===== src/rtl/apple_spawn_ctrl.sv =====
// apple_spawn_ctrl
// Picks a conflict-free {x,y} apple position after each good collision.
// A fresh random sample is checked against the snake body, one segment per
// cycle. A conflict causes a resample. Once the random tries are used up,
// the candidate is stepped linearly instead. The committed position drives a
// registered per-pixel apple flag for the renderer.
//
// Start handshake: goodColl is a level from another timing domain. It is
// synchronised, and only its rising edge is turned into a one-cycle start
// pulse. That pulse is consumed in IDLE or FAIL and silently dropped in any
// busy state; nothing is queued.
module apple_spawn_ctrl #(
  parameter int MAX_LENGTH = 16,
  parameter int MAX_TRIES  = 4,
  localparam int LW = $clog2(MAX_LENGTH + 1),
  localparam int IW = (MAX_LENGTH > 1) ? $clog2(MAX_LENGTH) : 1
) (
  input  logic          clk,
  input  logic          reset,
  input  logic          goodColl,
  input  logic [3:0]    randX,
  input  logic [3:0]    randY,
  input  logic [LW-1:0] body_len,
  output logic [IW-1:0] body_idx,
  input  logic [7:0]    body_seg,
  input  logic [3:0]    x,
  input  logic [3:0]    y,
  output logic          apple,
  output logic [7:0]    apple_cord,
  output logic          apple_valid,
  output logic          busy,
  output logic          spawn_done,
  output logic          spawn_fail,
  output logic [2:0]    dbg_state
);

  typedef enum logic [2:0] {
    IDLE   = 3'd0,
    SAMPLE = 3'd1,
    SCAN   = 3'd2,
    COMMIT = 3'd3,
    FAIL   = 3'd4
  } state_t;

  state_t        state_q, state_d;
  logic          sync0_q, sync1_q, start_q;
  logic [7:0]    cand_q, cand_d;
  logic [IW-1:0] idx_q, idx_d;
  logic [3:0]    try_q, try_d;
  logic [7:0]    probe_q, probe_d;
  logic [7:0]    cord_q, cord_d;
  logic          valid_q, valid_d;
  logic          done_q, done_d;
  logic          apple_q;

  logic [LW-1:0] eff_len;
  logic          scan_last;
  logic          seg_hit;

  // Lengths beyond capacity are clamped; the length is read live, not latched.
  assign eff_len   = (body_len > LW'(MAX_LENGTH)) ? LW'(MAX_LENGTH) : body_len;
  assign scan_last = (LW'(idx_q) == (eff_len - LW'(1)));
  assign seg_hit   = (body_seg == cand_q);

  // Front end: two-flop synchroniser plus a registered rising-edge pulse.
  always_ff @(posedge clk or negedge reset) begin
    if (!reset) begin
      sync0_q <= 1'b0;
      sync1_q <= 1'b0;
      start_q <= 1'b0;
    end else begin
      sync0_q <= goodColl;
      sync1_q <= sync0_q;
      start_q <= sync0_q & ~sync1_q;
    end
  end

  // State and datapath registers.
  always_ff @(posedge clk or negedge reset) begin
    if (!reset) begin
      state_q <= IDLE;
      cand_q  <= 8'h00;
      idx_q   <= '0;
      try_q   <= 4'd0;
      probe_q <= 8'd0;
      cord_q  <= 8'hC5;
      valid_q <= 1'b1;
      done_q  <= 1'b0;
    end else begin
      state_q <= state_d;
      cand_q  <= cand_d;
      idx_q   <= idx_d;
      try_q   <= try_d;
      probe_q <= probe_d;
      cord_q  <= cord_d;
      valid_q <= valid_d;
      done_q  <= done_d;
    end
  end

  // Next-state and datapath update for the spawn sequence.
  always_comb begin
    state_d = state_q;
    cand_d  = cand_q;
    idx_d   = idx_q;
    try_d   = try_q;
    probe_d = probe_q;
    cord_d  = cord_q;
    valid_d = valid_q;
    done_d  = 1'b0;
    case (state_q)
      IDLE: begin
        if (start_q) begin
          state_d = SAMPLE;
          valid_d = 1'b0;
          try_d   = 4'd0;
          probe_d = 8'd0;
        end
      end
      SAMPLE: begin
        cand_d  = {randX, randY};
        idx_d   = '0;
        state_d = (eff_len == '0) ? COMMIT : SCAN;
      end
      SCAN: begin
        if (seg_hit) begin
          if (try_q < 4'(MAX_TRIES - 1)) begin
            // Random tries remain: draw a new sample.
            try_d   = try_q + 4'd1;
            state_d = SAMPLE;
          end else if (probe_q == 8'hFF) begin
            state_d = FAIL;
          end else begin
            // Linear probe: step the candidate and rescan from segment 0.
            cand_d  = cand_q + 8'd1;
            idx_d   = '0;
            probe_d = probe_q + 8'd1;
          end
        end else if (scan_last) begin
          state_d = COMMIT;
        end else begin
          idx_d = idx_q + IW'(1);
        end
      end
      COMMIT: begin
        cord_d  = cand_q;
        valid_d = 1'b1;
        done_d  = 1'b1;
        state_d = IDLE;
      end
      FAIL: begin
        valid_d = 1'b0;
        if (start_q) begin
          state_d = SAMPLE;
          try_d   = 4'd0;
          probe_d = 8'd0;
        end
      end
      default: state_d = IDLE;
    endcase
  end

  // Registered pixel compare; suppressed while no apple is placed.
  always_ff @(posedge clk or negedge reset) begin
    if (!reset) begin
      apple_q <= 1'b0;
    end else begin
      apple_q <= valid_q && (cord_q == {x, y});
    end
  end

  assign body_idx    = (state_q == SCAN) ? idx_q : '0;
  assign apple       = apple_q;
  assign apple_cord  = cord_q;
  assign apple_valid = valid_q;
  assign spawn_done  = done_q;
  assign busy        = (state_q != IDLE) && (state_q != FAIL);
  assign spawn_fail  = (state_q == FAIL);
  assign dbg_state   = state_q;

endmodule


===== config.mk =====
export PLATFORM = sky130hd
export DESIGN_NAME = apple_spawn_ctrl
export DESIGN_NICKNAME = d
export VERILOG_FILES = /design/src/rtl/apple_spawn_ctrl.sv
export SDC_FILE = /design/constraint.sdc
export NUM_CORES = 1
export LEC_CHECK = 0
export BUFFER_PORTS_ARGS = -buffer_cell sky130_fd_sc_hd__buf_4
export CAP_MARGIN = 20
export CORE_ASPECT_RATIO = 0.7
export CORE_MARGIN = 10
export CORE_UTILIZATION = 45
export CTS_CLUSTER_DIAMETER = 60
export DETAILED_ROUTE_END_ITERATION = 16
export PLACE_DENSITY = 0.68
export SLEW_MARGIN = 20
export SYNTH_ARGS = -nofsm -noshare
export SYNTH_HDL_FRONTEND = slang
export SYNTH_SLANG_ARGS = --single-unit

===== constraint.sdc =====
create_clock -name clk -period 4.8 [get_ports clk]
set_input_delay 0.96 -clock clk [delete_from_list [all_inputs] [get_ports clk]]
set_output_delay 0.96 -clock clk [all_outputs]
set_load 0.05 [all_outputs]

# Yosys cells after proc, flatten, opt, wreduce, memory -nomap -nowiden
# Index checks and enable logic that the tools add are counted.
[word_totals]
reg_bits = 41
inputBits = 32
output_inout_bits = 20
word_cells = 86
[op_classes]
n_bitwise = 2
n_lt_le_gt_ge = 2
addsub = 5
n_mux = 30
n_eq_ne = 20
n_reduce_logical = 15
[op_table]
columns = ["cell", "n"]
rows = [
  ["$mux W8", 7],
  ["$mux W4", 8],
  ["$pmux W8 S2", 2],
  ["$add A8 B1 Y8 const B", 2],
  ["$eq A8 B8 Y1", 2],
  ["$pmux W4 S2", 2],
  ["$mux W3", 5],
  ["$ne A3 B3 Y1 const B", 5],
  ["$reduce_and A4 Y1", 3],
  ["$ne A2 B2 Y1 const B", 5],
  ["$pmux W3 S3", 1],
  ["$add A4 B1 Y4 const B", 2],
  ["$eq A8 B8 Y1 const B", 1],
  ["$eq A3 B2 Y1 const B", 2],
  ["$reduce_bool A3 Y1", 2],
  ["$eq A4 B5 Y1", 1],
  ["$gt A5 B5 Y1 const B", 1],
  ["$logic_not A5 Y1", 1],
  ["$mux W5", 1],
  ["$reduce_and A5 Y1", 1],
  ["$sub A5 B1 Y5 const B", 1],
  ["$lt A4 B2 Y1 const B", 1],
  ["$ne A4 B4 Y1 const B", 1],
  ["$reduce_bool A2 Y1", 2],
  ["other kinds (12)", 15],
]

# Depth between registers and ports, before layout
[depth]
depth_word = 7
ltp_mapped = 8

# Worst setup path after synthesis
# OpenSTA, ideal clock, no wires.
[synth_timing]
path_kind = "register -> output"
start = "reg state_q[1], in the netlist dbg_state[1]"
end = "out body_idx[1]"
setup_slack_ps = 1846
path_stages_with_launch = 5
t_arrival_ps = 1994
path_buffers = 2
t_required_ps = 3840
path_cell_list = "dfrtp_1 buf_2 nor3b_2 clkbuf_1 and2_1"
[synth_between]
elab_chain_cells = 2
[synth_lines]
columns = ["item", "line_no", "source"]
rows = [
  ["start, declared", "45", "state_t state_q, state_d;"],
  ["start signal, assigned", "90", "state_q <= state_d;"],
  ["$eq A3 B2 Y1", "172", "assign body_idx = (state_q == SCAN) ? idx_q : '0;"],
  ["$mux W4", "172", ""],
  ["end, declared", "24", "output logic [IW-1:0] body_idx,"],
]
# Every way passes these cells.

# Final worst setup path
# Ends and elaborated chain as after synthesis.

==> reports/results.ini <==
[run_status]
status=finished, final reports clean

[detailed_routing]
drt_iter0_drc=75
drc=0
routed-via-count=1908
wl_met3_um=387
firstDrtPassIters=4
ant_nets=0
top_layer_used=met4
met2_length_mm=2.33
wl_per_cell_um=15.4
vias_per_cell=5.36
wl_mm=5.48
m1WireLength_mm=2.73

[cts]
numCtsBuffers=5
htree_levels=2
cts_resized=0
post_cts_buffers=0
cts-hold-fix-buffers=0
path_clk_slew_ps=80
clk_latency_ps=290
cts_tree=done
clock_path_buffers=2
cts_root_buf=clkbuf_8
cts_sinks=41

[synthesis]
synth-compound-area-share_pct=15.0
synthArstFlopShare_pct=100
synth.distinct_cells=49
synth_top_area_cell=dfrtp_1
synthAdderAreaFrac_pct=2.68
synth_top_family_by_area=simple AND/OR/NAND/NOR gates
synthXorXnorAreaFrac_pct=9.76
netlist_top_cells_area=dfrtp_1, xnor2_1, dfstp_2
yosysWarnings=0
yosysSeqAreaShare_pct=44.3
synth_edf_count=0
yosys.area.top_type_share_pct=38.6
netlist_area_um2=2330
muxShareOfSynthArea_pct=4.72
synth_nets=271
ys_ff_latch=41
yosys.area_share.simple_pct=20.9
avgSynthCellArea_um2=9.97
synth_flop_cell=dfrtp_1
synthCells=234

[sta]
fmax_ghz=0.320
skew_ps=13.9
period_needed_ps=3130
drv_slew=0
post-route-period-util_pct=65.1
slew_headroom_pct=31.9
finalSetupViolCount=0
worst_slew_pin_slew_ps=1020
final.setup.worst_slack_ps=1670
fin_setup_tns_ps=0
hold_viol=0
rsz0062_at_grt=false

[die]
rows=21
die_y_um=80.2
coreArea_um2=4890
num_io_pins=52
die_area_um2=8510
initial_core_util_pct=47.7
die_x_um=106

[grt]
antenna_found_initial=0
grtUsageTotal_pct=13.1
grt_pass1_vias=1803
grt_pass1_wl_mm=9.25
grt_max_degree=42
grt-ovfl-total=0

[final_layout]
utilization_pct=58.7
fin_nets=323
syn_to_final_growth_pct=23.0
stdcell_area_um2=2870
drive_above_1_share_pct=28.2
diodes=0

[critical_path]
cp-start-kind=flop
crit_fanout=17
critPathCaptureType=primary output
crit_arrival_ps=2170
critPathRequiredTime_ps=3840
worstSetupPathType=flop to primary output

[pwr]
intPower_w=0.000919
peakVddDrop_mv=0.303
powerDensity_nw_per_um2=591
combPwrFrac_pct=50.7
leakage_nw=1.26
switchingPower_w=0.000777
p_total_w=0.00170
clkPwrFrac_pct=13.7
seq_power_share_pct=35.6
p_sw_share_pct=45.8

[run]
cap_violations=0

[placed_design]
globalplace.congestion=0.750
pre_cts_ws_ps=1570
dp_hpwl_mm=4.16
io_buffers=51
placed_area_um2=2770

[hold_path]
hold_path_class=flop to flop

metrics by stage:
stage / instances / hold WS [ps]
6_report: 356 / 367
5_1_grt: 356 / 399
4_1_cts: 356 / 372
3_5_place_dp: 348 / 356
3_3_place_gp: 348 / 357
2_1_floorplan: 234 / 347
Yosys cell counts, types with 2 or more instances:
cell	count
dfrtp_1	36
and2_1	5
nand4_1	4
a32o_1	3
nand3_1	12
and3_1	5
or2_1	2
dfstp_2	5
xnor2_1	18
nor2b_1	3
o21ai_1	12
mux2i_1	2
nor4b_1	2
ha_1	5
a22oi_1	2
nand3b_1	2
or3_1	3
mux2_2	8
xor2_1	8
a31oi_1	5
inv_1	7
nor3_1	6
nor2_1	25
nand2_1	10
a21oi_1	9
nor4_1	3
o22a_1	4
clkbuf_1	5
a21boi_2	2
nand2b_1	2
power groups by stage:
stage	clock network [W]	logic [W]	registers, W
floorplan	0	0.000511	0.000728
global placement	0	0.000854	0.000609
detailed placement	0	0.000859	0.000611
CTS	0.000240	0.000863	0.000604
global route	0.000253	0.000937	0.000627
finish	0.000232	0.000860	0.000604
area by class of cell:
class	instances	area, um^2
multi-input combinational	179	1240
inverter	7	26.3
sequential	41	1030
timing repair buffer	52	390
clock buffer	8	90.1
fill	440	2020
tap	69	86.3
worst max-delay path: stages, from the launching register on:
cell,delay [ps]
dfrtp_1,550
nor3b_2,890
and2_1,230
buf_4,200
placed cells by master (no fill, tap or decap), drive strengths merged, types with 6 or more instances in the layout:
| cell | Yosys | routed |
|---|---|---|
| nand2 | 10 | 10 |
| nor2 | 25 | 25 |
| dfrtp | 36 | 36 |
| inv | 7 | 7 |
| nor3 | 6 | 6 |
| mux2 | 8 | 8 |
| o21ai | 13 | 13 |
| a21oi | 9 | 9 |
| clkbuf | 5 | 8 |
| xor2 | 8 | 8 |
| nand3 | 12 | 12 |
| xnor2 | 18 | 18 |
| buf | 2 | 52 |
sequential cells by signal (all words and copies together) (netlist names), 3 cells and up:
name and flops:
idx_q 4, dbg_state 3, probe_q 8, try_q 4, apple_cord 8, cand_q 8
cells by family (layout without fill, tap and decap cells):
group	count (synthesis)	after routing
flops	41	41
compound gates	48	48
mux	10	10
buf+inv	14	67
simple gates	90	90
fa+ha+maj	5	5
xor+xnor	26	26
worst paths after layout:
check	from	to	slack [ps]	depth (start not counted)
setup / recovery	dbg_state[1]	body_idx[1]	1670	3
max in group asynchronous	reset	apple_cord[0]	3770	1
setup reg to reg	dbg_state[1]	idx_q[2]	2220	5
hold reg to reg	sync0_q	sync1_q	370	0
min in group asynchronous	reset	cand_q[2]	650	1
hold / removal	sync0_q	sync1_q	370	0
layer usage:
layer | vias up | GRT usage, %
met5 | - | 0
met4 | 0 | 2.83
met3 | 5 | 3.99
met2 | 52 | 20.3
met1 | 900 | 17.7
li1 | 951 | -
Power figures use the tool's default switching activity.
